==> src/rtl/alu_control_mc.sv <==
// alu_control_mc: registered ALU control decode with a busy/stall sequencer for multi-cycle MUL/DIV ops.
module alu_control_mc #(
   parameter int CTRL_W  = 4,
   parameter int EN_M    = 1,
   parameter int MUL_LAT = 3,
   parameter int DIV_LAT = 33
) (
   input  logic              clk_i,
   input  logic              rst_i,
   input  logic [9:0]        funct_i,
   input  logic [1:0]        ALUOp_i,
   input  logic              valid_i,
   input  logic              flush_i,
   output logic              ready_o,
   output logic              stall_o,
   output logic [CTRL_W-1:0] ALUCtrl_o,
   output logic              valid_o,
   output logic              start_o,
   output logic              busy_o,
   output logic              illegal_o
);
   localparam int MAX_LAT = MUL_LAT > DIV_LAT ? MUL_LAT : DIV_LAT;
   localparam int CNT_W   = $clog2(MAX_LAT + 1);

   typedef enum logic {IDLE, BUSY} state_t;

   state_t            state, state_nx;
   logic [CNT_W-1:0]  cnt, cnt_nx;
   logic [CTRL_W-1:0] ctrl_nx;
   logic              valid_nx, start_nx, ill_nx;
   logic [6:0]        f7;
   logic [2:0]        f3;
   logic [3:0]        base, code;
   logic              ill, multi, accept, done;

   assign f7      = funct_i[9:3];
   assign f3      = funct_i[2:0];
   assign ready_o = state == IDLE;
   assign busy_o  = state == BUSY;
   assign stall_o = valid_i & ~ready_o;
   assign accept  = valid_i & ready_o & ~flush_i;
   assign done    = busy_o && cnt == '0;
   assign multi   = code >= 4'hA;

   // funct3 order: ADD SLL SLT SLTU XOR SRL OR AND, shared by R and I forms
   always_comb begin
      base = 4'h0;
      case (f3)
         3'b001:  base = 4'h5;
         3'b010:  base = 4'h8;
         3'b011:  base = 4'h9;
         3'b100:  base = 4'h4;
         3'b101:  base = 4'h6;
         3'b110:  base = 4'h3;
         3'b111:  base = 4'h2;
         default: base = 4'h0;
      endcase
   end

   // illegal decodes leave code at ADD
   always_comb begin
      code = 4'h0;
      ill  = 1'b0;
      case (ALUOp_i)
         2'b00: code = 4'h0;
         2'b01: code = 4'h1;
         2'b10: begin
            if (f7 == 7'b0000000) code = base;
            else if (f7 == 7'b0100000 && f3 == 3'b000) code = 4'h1;
            else if (f7 == 7'b0100000 && f3 == 3'b101) code = 4'h7;
            else if (f7 == 7'b0000001 && EN_M != 0 && f3[2:1] != 2'b01)
               code = f3[2] ? {2'b11, f3[1:0]} : {3'b101, f3[0]};
            else ill = 1'b1;
         end
         default: begin
            if ((f3 == 3'b001 || f3 == 3'b101) && f7 != 7'b0000000) begin
               if (f3 == 3'b101 && f7 == 7'b0100000) code = 4'h7;
               else ill = 1'b1;
            end else code = base;
         end
      endcase
   end

   always_comb begin
      state_nx = state;
      cnt_nx   = cnt;
      ctrl_nx  = ALUCtrl_o;
      valid_nx = 1'b0;
      start_nx = 1'b0;
      ill_nx   = 1'b0;
      if (flush_i) begin
         state_nx = IDLE;
         cnt_nx   = '0;
      end else if (accept) begin
         ctrl_nx  = CTRL_W'(code);
         ill_nx   = ill;
         start_nx = multi;
         valid_nx = ~multi;
         state_nx = multi ? BUSY : IDLE;
         cnt_nx   = !multi ? '0 : code >= 4'hC ? CNT_W'(DIV_LAT - 1) : CNT_W'(MUL_LAT - 1);
      end else if (busy_o) begin
         valid_nx = done;
         state_nx = done ? IDLE : BUSY;
         cnt_nx   = done ? cnt : cnt - 1'b1;
      end
   end

   always_ff @(posedge clk_i or negedge rst_i) begin
      if (!rst_i) begin
         state     <= IDLE;
         cnt       <= '0;
         ALUCtrl_o <= '0;
         valid_o   <= 1'b0;
         start_o   <= 1'b0;
         illegal_o <= 1'b0;
      end else begin
         state     <= state_nx;
         cnt       <= cnt_nx;
         ALUCtrl_o <= ctrl_nx;
         valid_o   <= valid_nx;
         start_o   <= start_nx;
         illegal_o <= ill_nx;
      end
   end
endmodule

==> config.mk <==
export PLATFORM = sky130hd
export DESIGN_NAME = alu_control_mc
export DESIGN_NICKNAME = d
export VERILOG_FILES = /design/src/rtl/alu_control_mc.sv
export SDC_FILE = /design/constraint.sdc
export NUM_CORES = 1
export LEC_CHECK = 0
export CAP_MARGIN = 20
export CORE_MARGIN = 2
export CORE_UTILIZATION = 49
export CTS_BUF_LIST = sky130_fd_sc_hd__clkbuf_4 sky130_fd_sc_hd__clkbuf_8 sky130_fd_sc_hd__clkbuf_16
export DETAILED_ROUTE_END_ITERATION = 10
export PLACE_DENSITY = 0.79
export SLEW_MARGIN = 30
export SYNTH_ARGS = -nofsm -noshare
export SYNTH_HDL_FRONTEND = slang
export SYNTH_SLANG_ARGS = --single-unit
==> constraint.sdc <==
create_clock -name clk_i -period 1.9 [get_ports clk_i]
set_clock_uncertainty 0.15 [all_clocks]
set_input_delay 0.38 -clock clk_i [delete_from_list [all_inputs] [get_ports clk_i]]
set_output_delay 0.38 -clock clk_i [all_outputs]
set_load 0.02 [all_outputs]
# --- Yosys cells after proc, flatten, opt, wreduce, memory -nomap -nowiden ---
# Index checks and enable logic that the tools add are counted.
totals:
  word_cells: 77
  input_bits: 16
  regBits: 14
classes:
  n_lt_le_gt_ge: 2
  bitwise: 6
  reduce_logical: 15
  n_mux: 34
  n_eq_ne: 13
  n_addsub: 1
op_table:
  columns: ["operator", "n"]
  rows:
  - ["$mux 6", 6]
  - ["$pmux 4 s7", 1]
  - ["$mux 4", 5]
  - ["$mux 1", 18]
  - ["$eq 3x3->1 const B", 4]
  - ["$pmux 4 s3", 1]
  - ["$ge 4x4->1 const B", 2]
  - ["$eq 7x1->1 const B", 1]
  - ["$eq 7x6->1 const B", 1]
  - ["$logic_not 7->1", 1]
  - ["$reduce_bool 7->1", 1]
  - ["$eq 3x2->1 const B", 2]
  - ["$logic_not 6->1", 1]
  - ["$mux 3", 2]
  - ["$sub 6x1->6 const B", 1]
  - ["$logic_and 1x1->1", 5]
  - ["$reduce_and 2->1", 2]
  - ["$and 1x1->1", 3]
  - ["$eq 3x1->1 const B", 1]
  - ["$logic_not 3->1", 1]
  - ["$ne 3x3->1 const B", 1]
  - ["$not 1->1", 3]
  - ["$reduce_bool 3->1", 1]
  - ["$eq 2x1->1 const B", 1]
  - ["6 further kinds", 6]

# --- Longest topological paths before layout ---
# Gate-level depths: netlist (run 1).
depth:
  ltp_word: 12
  depth_mapped: 7

# --- Worst setup path after synthesis (run 1) ---
# OpenSTA, ideal clock, no wires.
synth_timing:
  path_type: "in2reg"
  startpoint: "in funct_i[4]"
  endpoint: "reg state (netlist: busy_o)"
  setup_time_ps: 143
  path_stages: 5
  slack_ps: 235
  n_path_buf: 0
  t_arrival_ps: 1372
  required_time_ps: 1607
  path_cell_list: "or4_1 a32oi_1 nor3_1 nor3_2 a221oi_1"
synth_between:
  elab_chain_len: 11
  word_cells_on_any_way: 19
synth_rtl:
  columns: ["element", "line", "source"]
  rows:
  - ["start: declaration", "10", "input logic [9:0] funct_i,"]
  - ["$eq 7x1->1", "71", "else if (f7 == 7'b0000001 && EN_M != 0 && f3[2:1] != 2'b01)"]
  - ["$logic_and 1x1->1", "71", null]
  - ["$mux 4", "71", null]
  - ["$mux 4", "70", "else if (f7 == 7'b0100000 && f3 == 3'b101) code = 4'h7;"]
  - ["$mux 4", "69", "else if (f7 == 7'b0100000 && f3 == 3'b000) code = 4'h1;"]
  - ["$mux 4", "68", "if (f7 == 7'b0000000) code = base;"]
  - ["$pmux 4 s3 *", "64", "case (ALUOp_i)"]
  - ["$ge 4x4->1 *", "43", "assign multi = code >= 4'hA;"]
  - ["$mux 1 *", "99", "state_nx = multi ? BUSY : IDLE;"]
  - ["$mux 1 *", "94", "end else if (accept) begin"]
  - ["$mux 1 *", "91", "if (flush_i) begin"]
  - ["net state_nx", "27", "state_t state, state_nx;"]
  - ["end signal: assignment", "117", "state <= state_nx;"]
  - ["end: declaration", "27", null]
# The timed path passes the listed nets; every way through them passes the cells marked *.
# A chain may end at the register's enable or synchronous reset.

# --- Worst setup path after layout (run 1) ---
layout_timing:
  startpoint: "in funct_i[3]"
  endpoint: "reg valid_o"
layout_between:
  elab_chain_len: 11
  word_cells_on_any_way: 19
layout_rtl:
  columns: ["element", "line", "source"]
  rows:
  - ["$eq 7x1->1", "71", null]
  - ["$logic_and 1x1->1", "71", null]
  - ["$mux 4", "71", null]
  - ["$mux 4", "70", null]
  - ["$mux 4", "69", null]
  - ["$mux 4", "68", null]
  - ["$pmux 4 s3 *", "64", null]
  - ["$ge 4x4->1 *", "43", null]
  - ["$not 1->1 *", "98", "valid_nx = ~multi;"]
  - ["$mux 1 *", "94", null]
  - ["$mux 1 *", "91", null]
  - ["net valid_nx", "30", "logic valid_nx, start_nx, ill_nx;"]
  - ["end signal: assignment", "120", "valid_o <= valid_nx;"]
  - ["end: declaration", "17", "output logic valid_o,"]
# Marked as above.

==> run metrics, run 1 <==
outcome=completed; fin nets=198; Synth cell types=46; vias in the first global route=1195; largest area contributor in the netlist=dfrtp_1; clock sinks=14; Setup Viol. Count Final=0; most common cell after layout, fill and taps aside=buf_4; initial core utilization=53.5%; initial antenna violation count=0; critical path type=in -> reg; worst-path fanout max=3; Layout area overhead=50.0%; minimum clock period=1820 ps; routed via count=1197; Worst Max-Slew Pin Slew=345 ps; first-pass GRT wire length=5210 um; layout cell share with drive strength beyond 1=26.8%; yosys warns=0; fin. max-slew vios=0; DR iter-0 viols=38; type of the worst min-delay path=in -> async; routed wire length per instance=14.5 um; Detail Route Antenna Nets=0; EDFF count, synth=0; Max clock buf depth=2; leakage=0.753 nW; GRT Util Overall=26.7%; CP max stage delay=530 ps; Hold Fails Final Rpt=0; synth top area cells=dfrtp_1 (33%), a21oi_1 (5.6%), nor2_1 (4.6%), xnor2_1 (4.1%), nor3_2 (3.7%); die area=2580 um2; Compound-Gate Fraction of Synth Area=23.9%; post-synthesis sequential element count=14; Worst setup EP type=flop; total CTS buffers=3; setup bufs post-CTS=0; pre-CTS WS=-393 ps; via/cell ratio=5.81; Post-Synth XOR/XNOR Area=4.91%; placed cell area=1510 um2; DIE HEIGHT=50.8 um; final hold slack=252 ps; Detail Placement HPWL=2340 um; Max-Cap Viols=0; Post-synth ARST share=100%; Top-Level Pins=26; Placed Cells=203; core outline area=2000 um2; Die X=50.8 um; CTS tree=yes; post-synth net total=148; Cell Count, Final, Fillers Out=206; Post-Synth Simple-Gate Area=28.7%; GRT Residual Overflow=0; routed wire length=2980 um; Worst path slowest cell=or4_4; CP delay by family, top=simple AND/OR/NAND/NOR gates; Worst-path clk slew=80 ps; most frequent cells in the layout=buf_4 (25), clkdlybuf4s50_1 (16), dfrtp_1 (14); # DRC=0; finished layout cell area=1610 um2; crit start category=primary input; worst skew pair latency=290 ps; CP Data Arrival Time=1900 ps; mapped cell area=1070 um2; mux contribution to synthesized area=1.99%; CP required=1970 ps; main combinational cell family by area after synthesis=simple AND/OR/NAND/NOR gates; main flop type after synthesis=dfrtp_1; DRT Pass-1 Iters=4; Synth top area share=32.7%; cell count after synthesis=131; period utilization=96.0%; f_max=0.549 GHz; final setup margin=76.9 ps; Cell Pwr Density=436 nW/um2; Max VDD drop=442 uV; Synth Area in Adders=1.17%; sequential fraction of the synthesis area=32.7%; Root Buffer=clkbuf_4; worst-path cell chain=dlygate4sd2_1, or4_4, a32oi_2, nor3_2, buf_4, nor3_4, o211a_1; Rows=16; mean post-synth cell area=8.18 um2; I/O Buffers=25; H-Tree Level Count=1; critical path buffer and inverter count=2; gpl congestion=0.900; ANT cells=0; largest net degree at the start of global routing=15; Slew HR=76.8%
==> metrics by stage <==
stage	setup TNS (ps)	utilization (%)	power, mW
2_1_floorplan	0	-	0.413
3_3_place_gp	-3160	75.4	0.522
3_5_place_dp	-3360	75.4	0.525
4_1_cts	0	78.0	0.689
5_1_grt	-5.66	80.3	0.738
6_report	0	80.3	0.701
==> worst paths after layout <==
check                      slack [ps]  depth (start not counted)          from           end
setup / recovery                   80                          7    funct_i[3]       valid_o
hold / removal                    250                          2         rst_i        cnt[5]
setup reg to reg                  120                          5        cnt[2]        cnt[5]
hold reg to reg                   360                          2  ALUCtrl_o[3]  ALUCtrl_o[3]
max in group asynchronous        1180                          2         rst_i        cnt[2]
min in group clk_i                360                          2  ALUCtrl_o[3]  ALUCtrl_o[3]
==> cells in the mapped netlist (2+ instances only) <==
| library cell | instances |
|---|---|
| nand2_1 | 8 |
| o21ai_0 | 5 |
| o211a_1 | 2 |
| buf_4 | 4 |
| nand4_1 | 2 |
| nand2b_1 | 5 |
| and3_1 | 2 |
| nor2_1 | 13 |
| o31ai_1 | 3 |
| buf_2 | 2 |
| dfrtp_1 | 14 |
| a21oi_1 | 12 |
| and2_1 | 2 |
| o21ai_1 | 2 |
| nor3_1 | 3 |
| xnor2_1 | 5 |
| o22ai_1 | 2 |
| a31oi_1 | 2 |
| nand3_1 | 4 |
| inv_1 | 8 |
| nor2b_1 | 3 |
| nor3_2 | 4 |
==> flip-flops by register name (all words and copies together) (netlist names) <==
name / flops
ALUCtrl_o: 4
busy_o: 1
cnt: 6
illegal_o: 1
start_o: 1
valid_o: 1
==> routing by layer <==
| layer | vias to the layer above | track usage (%) | part of all wire (%) |
|---|---|---|---|
| li1 | 571 | - | - |
| met1 | 567 | 31.9 | 42 |
| met2 | 51 | 45.6 | 50 |
| met3 | 8 | 5.65 | 6.1 |
| met4 | 0 | 12.6 | 2.3 |
| met5 | - | 0 | 0 |
==> what timing repair did <==
item,in CTS,in global routing
hold buffers,0,0
pin swaps,5,4
endpoints found under the setup margin,10,10
resized for setup,15,11
hold endpoints to repair,0,0
==> logic make-up after synthesis <==
family                     count (synthesis)
adders and majority gates                  1
xor gates and xnor gates                   6
buffers and inverters                     14
DFF                                       14
muxes                                      2
AOI/OAI and AO/OA                         39
and+or+nand+nor                           55
==> where the power goes <==
part           switching, mW  internal (mW)  total, mW
sequential           0.00477          0.308      0.313
combinational          0.110          0.109      0.219
clock                 0.0951         0.0737      0.169
==> cell type report <==
cell class                 count  area (um2)
tap                           27        33.8
inverter                       8        30.0
sequential                    14         350
clock buffer                   3        22.5
fill                         132         395
multi-input combinational    103         724
timing repair buffer          51         445
Note: power is estimated with default switching activity, not from simulation.
==> run 2, diff against run 1 <==
--- a/config.mk
+++ b/config.mk
@@ -6,6 +6,7 @@
 export NUM_CORES = 1
 export LEC_CHECK = 0
 export CAP_MARGIN = 20
+export CORE_ASPECT_RATIO = 0.7
 export CORE_MARGIN = 2
 export CORE_UTILIZATION = 49
 export CTS_BUF_LIST = sky130_fd_sc_hd__clkbuf_4 sky130_fd_sc_hd__clkbuf_8 sky130_fd_sc_hd__clkbuf_16
==> run 2 against run 1 <==
Compared with the run above: cell count fell by 1.9%; critical path type unchanged; clock power barely moved; global-route usage rose by 1.6 points; non-clock buffer count fell by 1; combinational power barely moved; sequential power barely moved; utilization fell by 5.0 points.
==> run metrics, run 2 (synthesized netlist as in run 1, its figures left out) <==
# hold bufs at CTS=0 (unchanged); largest net degree at the start of global routing=15 (unchanged); Worst-path clk slew=90 ps (was 80 ps); CP delay by family, top=buffers and inverters (was simple AND/OR/NAND/NOR gates); first-pass GRT wire length=5310 um (was 5210 um); Detail Placement HPWL=2610 um (was 2340 um); DRT Pass-1 Iters=4 (unchanged); die area=2580 um2 (about the same); total CTS buffers=3 (unchanged); Max VDD drop=367 uV (was 442 uV); Die X=59.9 um (was 50.8 um); CP Data Arrival Time=1850 ps (was 1900 ps); f_max=0.541 GHz (was 0.549 GHz); clock sinks=14 (unchanged); Rows=14 (was 16); Layout area overhead=47.7% (was 50.0%); Worst Max-Slew Pin Slew=328 ps (was 345 ps); internal power=0.488 mW (was 0.491 mW); worst-path cell chain=clkdlybuf4s50_1, buf_4, inv_2, a21oi_1, nor3_2, buf_4, a21oi_1, a21oi_2 (was dlygate4sd2_1, or4_4, a32oi_2, nor3_2, buf_4, nor3_4, o211a_1); Setup Viol. Count Final=0 (unchanged); routed via count=1178 (was 1197); utilization after layout=75.2% (was 80.3%); DR iter-0 viols=76 (was 38); logic gate share of total power=30.8% (was 31.3%); GRT Residual Overflow=0 (unchanged); Worst setup EP type=flop (unchanged); I/O Buffers=25 (unchanged); crit start category=primary input (unchanged); CP required=1900 ps (was 1970 ps); # DRC=0 (unchanged); DIE HEIGHT=43.1 um (was 50.8 um); Cell Pwr Density=444 nW/um2 (was 436 nW/um2); fin nets=197 (was 198); Total Power=0.701 mW (about the same); Slew HR=78.0% (was 76.8%); initial core utilization=51.0% (was 53.5%); H-Tree Level Count=1 (unchanged); CTS tree=yes (unchanged); biggest regs=cnt: 6 flops, ALUCtrl_o: 4 flops (unchanged); routed wire length per instance=16.5 um (was 14.5 um); Detail Route Antenna Nets=0 (unchanged); pre-CTS WS=-450 ps (was -393 ps); period utilization=97.2% (was 96.0%); Top-Level Pins=26 (unchanged); ANT cells=0 (unchanged); vias in the first global route=1132 (was 1195); minimum clock period=1850 ps (was 1820 ps); filler cell count=155 (was 132); layout cell share with drive strength beyond 1=27.5% (was 26.8%); Biggest register=cnt (unchanged); via/cell ratio=5.83 (was 5.81); worst-path fanout max=5 (was 3); routed wire length=3320 um (was 2980 um); most common cell after layout, fill and taps aside=buf_4 (unchanged); Placed Cells=198 (was 203); final hold slack=267 ps (was 252 ps); type of the worst min-delay path=in -> async (unchanged); fin. max-slew vios=0 (unchanged); switching part of the total=30.5% (was 29.9%); critical path type=in -> reg (unchanged); switching pwr=0.214 mW (was 0.210 mW); worst-case reg-to-reg path depth=5 (unchanged); Multi-input gate area=708 um2 (was 724 um2); core outline area=2100 um2 (was 2000 um2); Clk network pwr share=24.1% (about the same); Max-Cap Viols=0 (unchanged); Hold Fails Final Rpt=0 (unchanged); WP depth=8 (was 7); outcome=completed (unchanged); most frequent cells in the layout=buf_4 (24), clkdlybuf4s50_1 (15), dfrtp_1 (14) (was buf_4 (25), clkdlybuf4s50_1 (16), dfrtp_1 (14)); gpl congestion=0.988 (was 0.900); Cell Count, Final, Fillers Out=202 (was 206); CP max stage delay=470 ps (was 530 ps); RSZ-0062 raised after global routing=yes; Max clock buf depth=2 (unchanged); register area=350 um2 (unchanged); worst skew pair latency=280 ps (was 290 ps); Largest register FFs=6 (unchanged); Worst path slowest cell=clkdlybuf4s50_1 (was or4_4); leakage=0.736 nW (was 0.753 nW); critical path buffer and inverter count=4 (was 2); GRT Util Overall=28.3% (was 26.7%); final setup margin=52.8 ps (was 76.9 ps); Root Buffer=clkbuf_4 (unchanged); Flop pwr share=45.0% (was 44.7%); initial antenna violation count=0 (unchanged)
run 2: layout make-up:
type	count	share of cell area [%]
repair buffers	50	27.8
well taps	24	1.90
inverters	8	1.90
flip-flops and latches	14	22.2
multi-input cells	103	44.8
clock buffers	3	1.42
run 2: final timing paths:
check                                  start           end  slack [ps]
worst max-delay path              funct_i[3]  ALUCtrl_o[2]          50
worst min-delay path                   rst_i       valid_o         270
worst max register to register        cnt[2]        cnt[4]          60
worst min register to register  ALUCtrl_o[1]  ALUCtrl_o[1]         410
max in group asynchronous              rst_i  ALUCtrl_o[2]        1160
min in group clk_i              ALUCtrl_o[1]  ALUCtrl_o[1]         410
run 2: power by group through the flow:
| stage | logic (mW) | clock network, mW | registers (mW) |
|---|---|---|---|
| global placement | 0.202 | 0 | 0.319 |
| global route | 0.235 | 0.180 | 0.317 |
| floorplan | 0.0799 | 0 | 0.333 |
| finish | 0.216 | 0.169 | 0.316 |
| CTS | 0.208 | 0.171 | 0.316 |
| detailed placement | 0.205 | 0 | 0.321 |
run 2: worst reg2reg max path: cells and delay by family, from the launching register on:
kind | cells | cell delay (ps)
flip-flops | 1 | 430
XOR/XNOR | 1 | 160
AO/OA/AOI/OAI | 1 | 350
AND/OR/NAND/NOR | 3 | 650
run 2: metrics by stage:
stage / setup TNS, ps / area [um2]
after floorplan: 0 / 1070
after global placement: -2900 / 1490
after detailed placement: -3250 / 1490
after CTS: 0 / 1530
after global routing: -35.2 / 1580
final: 0 / 1580
run 2: repair_timing:
action / in CTS / in global routing
pin swaps: 6 / 6
buffers inserted: 0 / 1
setup endpoints to repair: 9 / 7
resized for setup: 13 / 13
run 2: per-layer routing:
| metal | up-vias | track usage [%] | share of wire, % |
|---|---|---|---|
| met5 | - | 0 | 0 |
| met4 | 0 | 7.56 | 1.5 |
| met3 | 6 | 7.01 | 6.8 |
| met2 | 50 | 41.3 | 42 |
| met1 | 557 | 41.5 | 49 |
| li1 | 565 | - | - |
